--- src/rtl/dmem_access_ctrl_pkg.sv ---
// Shared types for the data-memory access controller: FSM states and the SRAM
// control bundle driven toward the single-port data SRAM.
package dmem_access_ctrl_pkg;

    localparam int DMEM_ADDR_W = 10;
    localparam int DMEM_DATA_W = 32;

    typedef enum logic [1:0] {
        DM_IDLE,
        DM_LOAD,
        DM_RD_WAIT
    } dmem_state_e;

    typedef struct packed {
        logic                   csb;
        logic                   web;
        logic [DMEM_ADDR_W-1:0] addr;
        logic [DMEM_DATA_W-1:0] din;
    } dmem_sram_if_t;

endpackage

--- src/rtl/dmem_access_ctrl_sat_counter.sv ---
// Saturating up-counter: sticks at all-ones instead of wrapping.
module dmem_access_ctrl_sat_counter #(
    parameter int CNT_W = 16
) (
    input  logic             i_clk,
    input  logic             i_rst_n,
    input  logic             i_inc,
    output logic [CNT_W-1:0] o_count
);

    logic [CNT_W-1:0] r_count;

    always_ff @(posedge i_clk or negedge i_rst_n) begin
        if (!i_rst_n) begin
            r_count <= '0;
        end else if (i_inc && !(&r_count)) begin
            r_count <= r_count + 1'b1;
        end
    end

    assign o_count = r_count;

endmodule

--- src/rtl/dmem_access_ctrl.sv ---
// Arbitrates the single-port data SRAM between the bench loader (highest priority)
// and the MEM stage; pipeline loads take two cycles because SRAM read data is registered.
module dmem_access_ctrl
    import dmem_access_ctrl_pkg::*;
#(
    parameter int ADDR_W = DMEM_ADDR_W,
    parameter int DATA_W = DMEM_DATA_W,
    parameter int CNT_W  = 16
) (
    input  logic              CLK,
    input  logic              RSTn,
    input  logic              EN,
    input  logic              START,
    input  logic              tb_load_ctrl,
    input  logic [ADDR_W-1:0] tb_load_addr,
    input  logic [DATA_W-1:0] tb_load_data,
    input  logic              mem_req,
    input  logic              mem_we,
    input  logic [31:0]       mem_addr,
    input  logic [DATA_W-1:0] mem_wdata,
    output logic [DATA_W-1:0] mem_rdata,
    output logic              stall_n,
    output logic              addr_err,
    output logic [CNT_W-1:0]  stall_cnt,
    output logic              sram_csb,
    output logic              sram_web,
    output logic [ADDR_W-1:0] sram_addr,
    output logic [DATA_W-1:0] sram_din,
    input  logic [DATA_W-1:0] sram_dout
);

    dmem_state_e       r_state;
    dmem_state_e       w_state_next;
    logic [DATA_W-1:0] r_rdata;
    logic              r_addr_err;

    dmem_sram_if_t     w_sram;
    logic              w_stall_n;
    logic [DATA_W-1:0] w_rdata;
    logic              w_rdata_load;
    logic              w_err_set;
    logic              w_misaligned;
    logic              w_oor;
    logic [ADDR_W-1:0] w_word_addr;

    assign w_misaligned = |mem_addr[1:0];
    assign w_oor        = |mem_addr[31:ADDR_W+2];
    assign w_word_addr  = mem_addr[ADDR_W+1:2];

    always_ff @(posedge CLK or negedge RSTn) begin
        if (!RSTn) begin
            r_state    <= DM_IDLE;
            r_rdata    <= '0;
            r_addr_err <= 1'b0;
        end else if (EN) begin
            r_state <= w_state_next;
            if (w_rdata_load) begin
                r_rdata <= sram_dout;
            end
            if (w_err_set) begin
                r_addr_err <= 1'b1;
            end
        end
    end

    always_comb begin
        w_state_next = r_state;
        w_sram.csb   = 1'b1;
        w_sram.web   = 1'b1;
        w_sram.addr  = '0;
        w_sram.din   = '0;
        w_stall_n    = 1'b1;
        w_rdata      = r_rdata;
        w_rdata_load = 1'b0;
        w_err_set    = 1'b0;

        // While reset is held the SRAM stays deselected regardless of pending requests.
        if (!RSTn) begin
            w_state_next = DM_IDLE;
        end else if (!EN) begin
            w_stall_n = 1'b0;
        end else if (tb_load_ctrl) begin
            w_state_next = DM_LOAD;
            w_sram.csb   = 1'b0;
            w_sram.web   = 1'b0;
            w_sram.addr  = tb_load_addr;
            w_sram.din   = tb_load_data;
            w_stall_n    = 1'b0;
        end else if (r_state == DM_RD_WAIT) begin
            // The request still on the MEM inputs is the one completing here.
            w_state_next = DM_IDLE;
            w_rdata      = sram_dout;
            w_rdata_load = 1'b1;
        end else begin
            // IDLE, or the first cycle after the loader lets go: serve the pipeline.
            w_state_next = DM_IDLE;
            if (START && mem_req) begin
                w_err_set = w_misaligned | w_oor;
                if (w_oor) begin
                    if (!mem_we) begin
                        w_rdata = '0;
                    end
                end else begin
                    w_sram.csb  = 1'b0;
                    w_sram.addr = w_word_addr;
                    if (mem_we) begin
                        w_sram.web = 1'b0;
                        w_sram.din = mem_wdata;
                    end else begin
                        w_stall_n    = 1'b0;
                        w_state_next = DM_RD_WAIT;
                    end
                end
            end
        end
    end

    dmem_access_ctrl_sat_counter #(
        .CNT_W (CNT_W)
    ) u_stall_cnt (
        .i_clk   (CLK),
        .i_rst_n (RSTn),
        .i_inc   (EN & ~w_stall_n),
        .o_count (stall_cnt)
    );

    assign sram_csb  = w_sram.csb;
    assign sram_web  = w_sram.web;
    assign sram_addr = w_sram.addr;
    assign sram_din  = w_sram.din;
    assign stall_n   = w_stall_n;
    assign mem_rdata = w_rdata;
    assign addr_err  = r_addr_err;

endmodule

--- config.mk ---
export PLATFORM = sky130hd
export DESIGN_NAME = dmem_access_ctrl
export DESIGN_NICKNAME = d
export VERILOG_FILES = /design/src/rtl/dmem_access_ctrl_pkg.sv /design/src/rtl/dmem_access_ctrl_sat_counter.sv /design/src/rtl/dmem_access_ctrl.sv
export SDC_FILE = /design/constraint.sdc
export NUM_CORES = 1
export LEC_CHECK = 0
export CAP_MARGIN = 30
export CORE_ASPECT_RATIO = 0.8
export CORE_UTILIZATION = 32
export DETAILED_ROUTE_END_ITERATION = 12
export PLACE_DENSITY_LB_ADDON = 0.08
export REMOVE_ABC_BUFFERS = 1
export SLEW_MARGIN = 30
export SYNTH_ARGS = -nofsm -noshare
export SYNTH_HDL_FRONTEND = slang
export SYNTH_SLANG_ARGS = --single-unit
--- constraint.sdc ---
create_clock -name CLK -period 6.02 [get_ports CLK]
set_input_delay 1.204 -clock CLK [delete_from_list [all_inputs] [get_ports CLK]]
set_output_delay 1.204 -clock CLK [all_outputs]
set_load 0.02 [all_outputs]
## Yosys cells after proc, flatten, opt, wreduce, memory -nomap -nowiden

Cells that the tools add are included.
W data, S select, Z words.

| word-level totals | value |
|---|---|
| logic and storage cells | 54 |
| input bits | 145 |
| bits in registers | 51 |

| cells by class | value |
|---|---|
| add/sub/neg operators | 1 |
| reduce and logical (&&, ||, !) cells | 8 |
| bitwise operators | 3 |
| equal/unequal tests | 1 |
| mux-type cells | 37 |

Operator list:

| operator | number |
|---|---|
| $mux W44 | 6 |
| $mux W32 | 8 |
| $reduce_or A20 Y1 | 1 |
| $mux W1 | 17 |
| $add A16 B1 Y16 const B | 1 |
| $reduce_and A16 Y1 | 1 |
| $mux W2 | 6 |
| $reduce_and A2 Y1 | 2 |
| $eq A2 B2 Y1 const B | 1 |
| $logic_and A1 B1 Y1 | 2 |
| $reduce_or A2 Y1 | 1 |
| $and A1 B1 Y1 | 1 |
| $logic_not A1 Y1 | 1 |
| $not A1 Y1 | 1 |
| $or A1 B1 Y1 | 1 |

## Longest topological paths before layout

Gate-level depths: netlist of the first run.

| logic depth | value |
|---|---|
| depth in word-level cells | 10 |
| mapped depth | 7 |
| depth with buffers taken out | 6 |

## Modules after synthesis

Synthesis of the first run repeated with hierarchy kept, for this count alone.

| second synthesis, totals | value |
|---|---|
| cell total of the unflattened synthesis | 267 |
| area total of the unflattened synthesis | 3041.7 µm² |

By module, submodules not included:

| module | times used | cells an instance | area each (µm²) |
|---|---|---|---|
| dmem_access_ctrl | 1 | 192 | 2200.9 |
| dmem_access_ctrl_sat_counter | 1 | 75 | 840.8 |

## Least setup slack after synthesis of the first run

No wires, ideal clock.

| path | value |
|---|---|
| path type | input-to-output |
| from | input port mem_addr[21] |
| to | output port sram_din[10] |
| buffers on the path | 2 |
| data required time | 4.816 ns |
| setup slack | 2.051 ns |
| arrival | 2.765 ns |
| stages on the path | 7 |
| cells stage by stage | nor4_2 nand3_1 nor4b_1 and2_1 clkbuf_1 buf_2 a22o_1 |

| between the ends | value |
|---|---|
| word-level cells in the longest chain between the ends | 7 |

Ends and longest elaborated chain:

| element | line | text |
|---|---|---|
| start: declaration | dmem_access_ctrl.sv:19 | `input logic [31:0] mem_addr,` |
| $reduce_or A20 Y1 | dmem_access_ctrl.sv:47 | `assign w_oor = \|mem_addr[31:ADDR_W+2];` |
| $mux W44 | dmem_access_ctrl.sv:99 | `if (w_oor) begin` |
| $mux W44 | dmem_access_ctrl.sv:97 | `if (START && mem_req) begin` |
| $mux W44 | dmem_access_ctrl.sv:89 | `end else if (r_state == DM_RD_WAIT) begin` |
| $mux W44 | dmem_access_ctrl.sv:82 | `end else if (tb_load_ctrl) begin` |
| $mux W44 | dmem_access_ctrl.sv:80 | `end else if (!EN) begin` |
| $mux W44 | dmem_access_ctrl.sv:78 | `if (!RSTn) begin` |
| end: declaration | dmem_access_ctrl.sv:28 | `output logic [DATA_W-1:0] sram_din,` |

No other way between the ends.

## Worst setup path after layout of the first run

| path | value |
|---|---|
| from | input port EN |
| to | output port sram_din[13] |

| between the ends | value |
|---|---|
| word-level cells in the longest chain between the ends | 2 |

Ends and longest elaborated chain:

| element | line | text |
|---|---|---|
| start: declaration | dmem_access_ctrl.sv:12 | `input logic EN,` |
| $mux W44 | dmem_access_ctrl.sv:80 |  |
| $mux W44 | dmem_access_ctrl.sv:78 |  |

No other way between the ends.

==> impl_metrics.tcl, run 1 <==
set metrics [dict create \
    antenna_found_initial 0 \
    wl_per_cell_um 18.0 \
    maxCapViolCount 0 \
    min_period_ns 5.14 \
    postSynthCellCount 272 \
    track_usage 0.221 \
    cp-start-kind "input pin" \
    insertion_delay_ns 0.29 \
    clockBufferDepth 2 \
    synth_mux_area_frac 0.123 \
    postLayoutCoreUtil 0.621 \
    synth_seq_area_share 0.424 \
    cts_hold_buf 0 \
    hp-class "flop to flop" \
    skew_ns 0.00918 \
    path_max_fanout 32 \
    synth-simple-area-share 0.128 \
    clock_sinks 51 \
    avgSynthCellArea_um2 11.1 \
    nets 648 \
    drcViolationCount 0 \
    finalSetupTns_ns 0 \
    slew_headroom 0.528 \
    routed_wl_um 11100 \
    finalCritPeriodShare 0.854 \
    drive_gt1_frac 0.119 \
    rsz0062_at_grt "false" \
    clk_pin_slew_worst_paths_ns 0.07 \
    ys_seq_elements 51 \
    synth-main-ff-cell "dfrtp_1" \
    cts_tree "yes" \
    grt_first_pass_wirelength_um 16900 \
    ys_warn_count 0 \
    routed-via-count 3186 \
    gp_congestion 0.815 \
    post_dp_cell_area_um2 5490 \
    hold_viol_final 0 \
    dr.pass1.iters 4 \
    core_um2 9080 \
    cts_resized 0 \
    drt-vias-per-instance 5.16 \
    critPathKind "input pin to primary output" \
    synth_edf_count 0 \
    n_antenna_cell 0 \
    synth_xor_area_frac 0.0436 \
    peakVddDrop_mv 0.150 \
    setup_viol 0 \
    first_global_vias 3089 \
    root_buffer "clkbuf_16" \
    grt_start_max_net_pins 65 \
    status "complete, no violations" \
    syn_to_final_growth_pct 87.2 \
    synthAdderAreaFrac 0.00416 \
    clock.fmax_mhz 194 \
    die_x_um 110 \
    ant_nets 0 \
    synth.cell_area_um2 3010 \
    synth-async-reset-ratio 1.00 \
    final_common_cell "clkdlybuf4s50_1" \
    synth_compound_area_frac 0.232 \
    num_rows 31 \
    die_y_um 88.8 \
    drt_iter0_markers 133 \
    synth_cell_type_count 32 \
    post_cts_buffers 0 \
    leakagePower_nw 2.34 \
    synth_top_family_by_area "compound AO/OA/AOI/OAI gates" \
    pin_count 239 \
    place_hpwl_um 8620 \
    final_cell_mix "clkdlybuf4s50_1, a22o_1, dfrtp_1, mux2_2, xor2_1" \
    powerDensity_nw_per_um2 175 \
    end_kind "primary output" \
    cp_data_arrival_time_ns 3.94 \
    report.final.slew_viol_count 0 \
    cts_made_buffers 5 \
    tightest_slew_ns 0.707 \
    grt-ovfl-total 0 \
    start_util 0.332 \
    required_ns 4.82 \
    numPortBuffers 238 \
    h-tree-depth 2 \
    final_area_um2 5640 \
    fillers 790 \
    die_area_um2 9800 \
]
-- per-stage QoR --
| step | hold slack [ns] | total power [mW] | worst slack [ns] | instances |
|---|---|---|---|---|
| after floorplan | 0.482 | 0.502 | -2.77 | 250 |
| after CTS | 0.512 | 0.995 | 0.856 | 618 |
| after global placement | 0.489 | 0.698 | 0.929 | 610 |
| after global routing | 0.525 | 1.03 | 0.636 | 618 |
| final | 0.507 | 0.985 | 0.878 | 618 |
| after detailed placement | 0.497 | 0.701 | 0.861 | 610 |
-- cell type report --
type                    count  area, um^2  share of cell area
clock buffers               7         143              0.0253
clock inverters             1        8.76             0.00155
inverters                   6        22.5             0.00400
multi-input cells         193        1610               0.286
flip-flops and latches     51        1280               0.226
well taps                 115         144              0.0255
repair buffers            245        2430               0.431
-- sequential cells by signal, summed over array words and instances, names as in the netlist --
register	count
r_rdata	32
u_stall_cnt.o_count	16
r_state	2
addr_err	1
-- final timing paths --
kind	startpoint	endpoint	slack (ns)	cells past startpoint
max	EN	sram_din[13]	0.88	8
min	u_stall_cnt.o_count[14]	u_stall_cnt.o_count[14]	0.51	1
max reg2reg	r_state[1]	u_stall_cnt.o_count[1]	3.78	5
min reg2reg	u_stall_cnt.o_count[14]	u_stall_cnt.o_count[14]	0.51	1
max in group asynchronous	RSTn	r_rdata[4]	4.49	2
min in group asynchronous	RSTn	u_stall_cnt.o_count[12]	1.06	2
-- metal layers --
layer	up-vias	wire (um)	track usage
met5	-	0	0
met4	0	137	0.0533
met3	13	771	0.0671
met2	120	5460	0.375
met1	1537	4770	0.278
li1	1516	-	-
-- report_power, final --
group / leakage (nW) / internal (mW) / switching [mW]
combinational: 1.58 / 0.176 / 0.117
sequential: 0.680 / 0.371 / 0.0304
clock: 0.0741 / 0.167 / 0.124
total: 2.34 / 0.713 / 0.271
-- worst max-delay path, cell delays in order --
cell and delay [ns]:
clkdlybuf4s50_1 0.56, nand2_1 0.27, nor2_1 0.22, nor4b_1 0.34, and2_1 0.18, buf_4 0.31
a22o_1 0.21, clkdlybuf4s50_1 0.61
-- Yosys cell counts (2+ instances only) --
master    instances  area, um^2
buf_2            10        50.1
nand2_1          11        41.3
mux2_2           32         360
nand4_1           3        18.8
o22ai_1           2        12.5
clkbuf_1         10        37.5
and3_1            2        12.5
xnor2_1           2        17.5
xor2_1           13         114
nor2_1            4        15.0
and2_1            4        25.0
nor4_2            7        87.6
nand3_1          10        50.1
nor3_1            9        45.0
inv_1             6        22.5
nor4_1            7        43.8
o21ai_0           2        10.0
dfrtp_1          51        1280
a22o_1           74         648
-- kinds of logic after synthesis --
logic type	Yosys count
mux	33
fa+ha+maj	1
compound gates	81
flops	51
buf+inv	28
xor+xnor	15
simple gates	63
(Power assumes the default switching activity.)
==> run 2: changes to the inputs <==
--- a/config.mk
+++ b/config.mk
@@ -7,7 +7,7 @@
 export LEC_CHECK = 0
 export CAP_MARGIN = 30
 export CORE_ASPECT_RATIO = 0.8
-export CORE_UTILIZATION = 32
+export CORE_UTILIZATION = 30
 export DETAILED_ROUTE_END_ITERATION = 12
 export PLACE_DENSITY_LB_ADDON = 0.08
 export REMOVE_ABC_BUFFERS = 1
==> constraint.sdc (replaced) <==
create_clock -name CLK -period 4.1 [get_ports CLK]
set_input_delay 0.82 -clock CLK [delete_from_list [all_inputs] [get_ports CLK]]
set_output_delay 0.82 -clock CLK [all_outputs]
set_load 0.02 [all_outputs]
==> run 2 against run 1 <==
  * Core utilization decreased by 0.69 points
  * Clock-buffer cell count unchanged
  * Critical path depth decreased by 1
  * Total power increased by 48%
  * Routed wire length decreased by 3.3%
  * Worst setup slack got worse by 0.61 ns
  * Clock power increased by 51%
  * Register-to-register slack got worse by 1.8 ns
  * Final cell count increased by 4.9%
  * Sequential power increased by 47%
  * Critical path type unchanged
  * Critical endpoint is now sram_addr[5]
  * Largest power group unchanged
==> impl_metrics.tcl, run 2 (synthesis gave the netlist of run 1 again) <==
set metrics [dict create \
    status "complete, no violations" \
    num_rows 32 \
    antenna_found_initial 0 \
    met3_usage 0.0547 \
    rsz0062_at_grt "false" \
    fillers 841 \
    skew_ns 0.00737 \
    clockBufferDepth 2 \
    final_cell_mix "clkdlybuf4s50_1, a22o_1, dlymetal6s2s_1, dfrtp_1, mux2_2" \
    placed_cells 640 \
    use_met1 0.251 \
    drive_gt1_frac 0.143 \
    grt-ovfl-total 0 \
    post-place-ws_ns -0.00978 \
    switching_share 0.272 \
    ant_nets 0 \
    first_global_vias 3298 \
    grt_start_max_net_pins 65 \
    slew_headroom 0.546 \
    maxCapViolCount 0 \
    peakVddDrop_mv 0.183 \
    start_util 0.311 \
    numPortBuffers 238 \
    insertion_delay_ns 0.28 \
    power_frac_seq 0.403 \
    die_x_um 114 \
    pin_count 239 \
    cp_data_arrival_time_ns 3.01 \
    setup_viol 0 \
    hold_viol_final 0 \
    clock.fmax_mhz 261 \
    path_max_fanout 11 \
    top_register "r_rdata" \
    place_hpwl_um 8520 \
    syn_to_final_growth_pct 97.7 \
    track_usage 0.206 \
    clk_pin_slew_worst_paths_ns 0.07 \
    p_int_mw 1.06 \
    hp-class "flop to flop" \
    hold_slack_ns 0.498 \
    end_kind "primary output" \
    finalCritPeriodShare 0.935 \
    cts_tree "yes" \
    h-tree-depth 2 \
    clkPwrFrac 0.300 \
    grt_first_pass_wirelength_um 16900 \
    nets 657 \
    post_dp_cell_area_um2 5640 \
    powerDensity_nw_per_um2 245 \
    multiInputGateArea_um2 1630 \
    register_area_um2 1280 \
    power_mw 1.46 \
    cp-start-kind "input pin" \
    routed_wl_um 10800 \
    largest_reg_flops 32 \
    grtUsageMet2 0.363 \
    gp_congestion 0.816 \
    critPathKind "input pin to primary output" \
    top_usage_layer "met2" \
    instances_no_fill 648 \
    power_switching_mw 0.398 \
    n_antenna_cell 0 \
    cts_made_buffers 5 \
    root_buffer "clkbuf_16" \
    final_area_um2 5950 \
    comb_power_share 0.298 \
    wl_per_cell_um 16.6 \
    clock_sinks 51 \
    required_ns 3.28 \
    report.final.slew_viol_count 0 \
    min_period_ns 3.83 \
    drcViolationCount 0 \
    leakagePower_nw 3.46 \
    drt-vias-per-instance 4.98 \
    die_area_um2 10400 \
    final_common_cell "clkdlybuf4s50_1" \
    core_um2 9690 \
    dr.pass1.iters 4 \
    worst_slack_ns 0.268 \
    tightest_slew_ns 0.680 \
    cts_hold_buf 0 \
    routed-via-count 3230 \
    die_y_um 91.6 \
    drt_iter0_markers 111 \
]
==> run 2: cell count changes in the layout (fill, tap and decap cells not counted) <==
cell / previous run / this run
clkinvlp_4: 0 / 1
clkdlybuf4s50_1: 237 / 173
nor4b_1: 1 / 0
clkinv_4: 1 / 0
buf_4: 7 / 14
clkbuf_8: 1 / 2
dlymetal6s2s_1: 0 / 61
clkbuf_1: 1 / 0
dlygate4sd2_1: 0 / 1
a31oi_2: 1 / 0
nor4b_2: 0 / 1
a31oi_4: 0 / 1
buf_12: 0 / 4
==> run 2: path summary, 6_finish.rpt <==
path                                         startpoint                 endpoint  slack [ns]  cells past startpoint
max in group asynchronous                          RSTn                 addr_err        2.97                      2
worst min-delay path            u_stall_cnt.o_count[14]  u_stall_cnt.o_count[14]        0.50                      1
worst max register to register               r_state[1]   u_stall_cnt.o_count[1]        2.00                      6
worst max-delay path                       mem_addr[13]             sram_addr[5]        0.27                      7
worst min register to register  u_stall_cnt.o_count[14]  u_stall_cnt.o_count[14]        0.50                      1
min in group asynchronous                          RSTn  u_stall_cnt.o_count[13]        0.67                      2
==> run 2: critical path, stage by stage <==
cell and delay (ns):
clkdlybuf4s50_1 0.43, nor4_2 0.27, nand3_1 0.16, nor4b_2 0.32, buf_4 0.24, a22o_1 0.16, clkdlybuf4s50_1 0.60
==> run 2: power by group through the flow <==
stage | logic (mW) | clock network (mW) | registers [mW]
4_1_cts | 0.446 | 0.450 | 0.588
3_3_place_gp | 0.438 | 0 | 0.596
5_1_grt | 0.462 | 0.472 | 0.596
6_report | 0.435 | 0.438 | 0.588
2_1_floorplan | 0.120 | 0 | 0.618
3_5_place_dp | 0.444 | 0 | 0.597
==> run 2: metrics by stage <==
stage	TNS (ns)	util
final	0	0.614
after floorplan	-177.85	-
after global routing	0	0.614
after global placement	-0.161	0.582
after CTS	0	0.598
after detailed placement	-0.00978	0.582
==> run 2: layer usage <==
| metal | vias up | share of wire |
|---|---|---|
| li1 | 1542 | - |
| met4 | 0 | 0.018 |
| met3 | 16 | 0.064 |
| met5 | - | 0 |
| met1 | 1558 | 0.40 |
| met2 | 114 | 0.51 |
==> run 2: repair_timing <==
action                                  in CTS  in global routing
pin swaps                                    0                  1
resized for setup                            1                 61
setup buffers                                0                  0
endpoints found under the setup margin       1                 61
endpoints found under the hold margin        0                  0
==> run 2: cell type report <==
type | instances | share of cell area
Clock buffer | 7 | 0.0257
Clock inverter | 1 | 0.00126
Inverter | 6 | 0.00378
Multi-Input combinational cell | 193 | 0.274
Sequential cell | 51 | 0.214
Tap cell | 136 | 0.0286
Timing Repair Buffer | 254 | 0.453
==> run 3: changes to the inputs <==
--- a/config.mk
+++ b/config.mk
@@ -9,6 +9,7 @@
 export CORE_ASPECT_RATIO = 0.8
 export CORE_UTILIZATION = 30
 export DETAILED_ROUTE_END_ITERATION = 12
+export GPL_ROUTABILITY_DRIVEN = 0
 export PLACE_DENSITY_LB_ADDON = 0.08
 export REMOVE_ABC_BUFFERS = 1
 export SLEW_MARGIN = 30
==> results of run 3 <==
Final layout, timing and power as in run 2 (identical DEF).
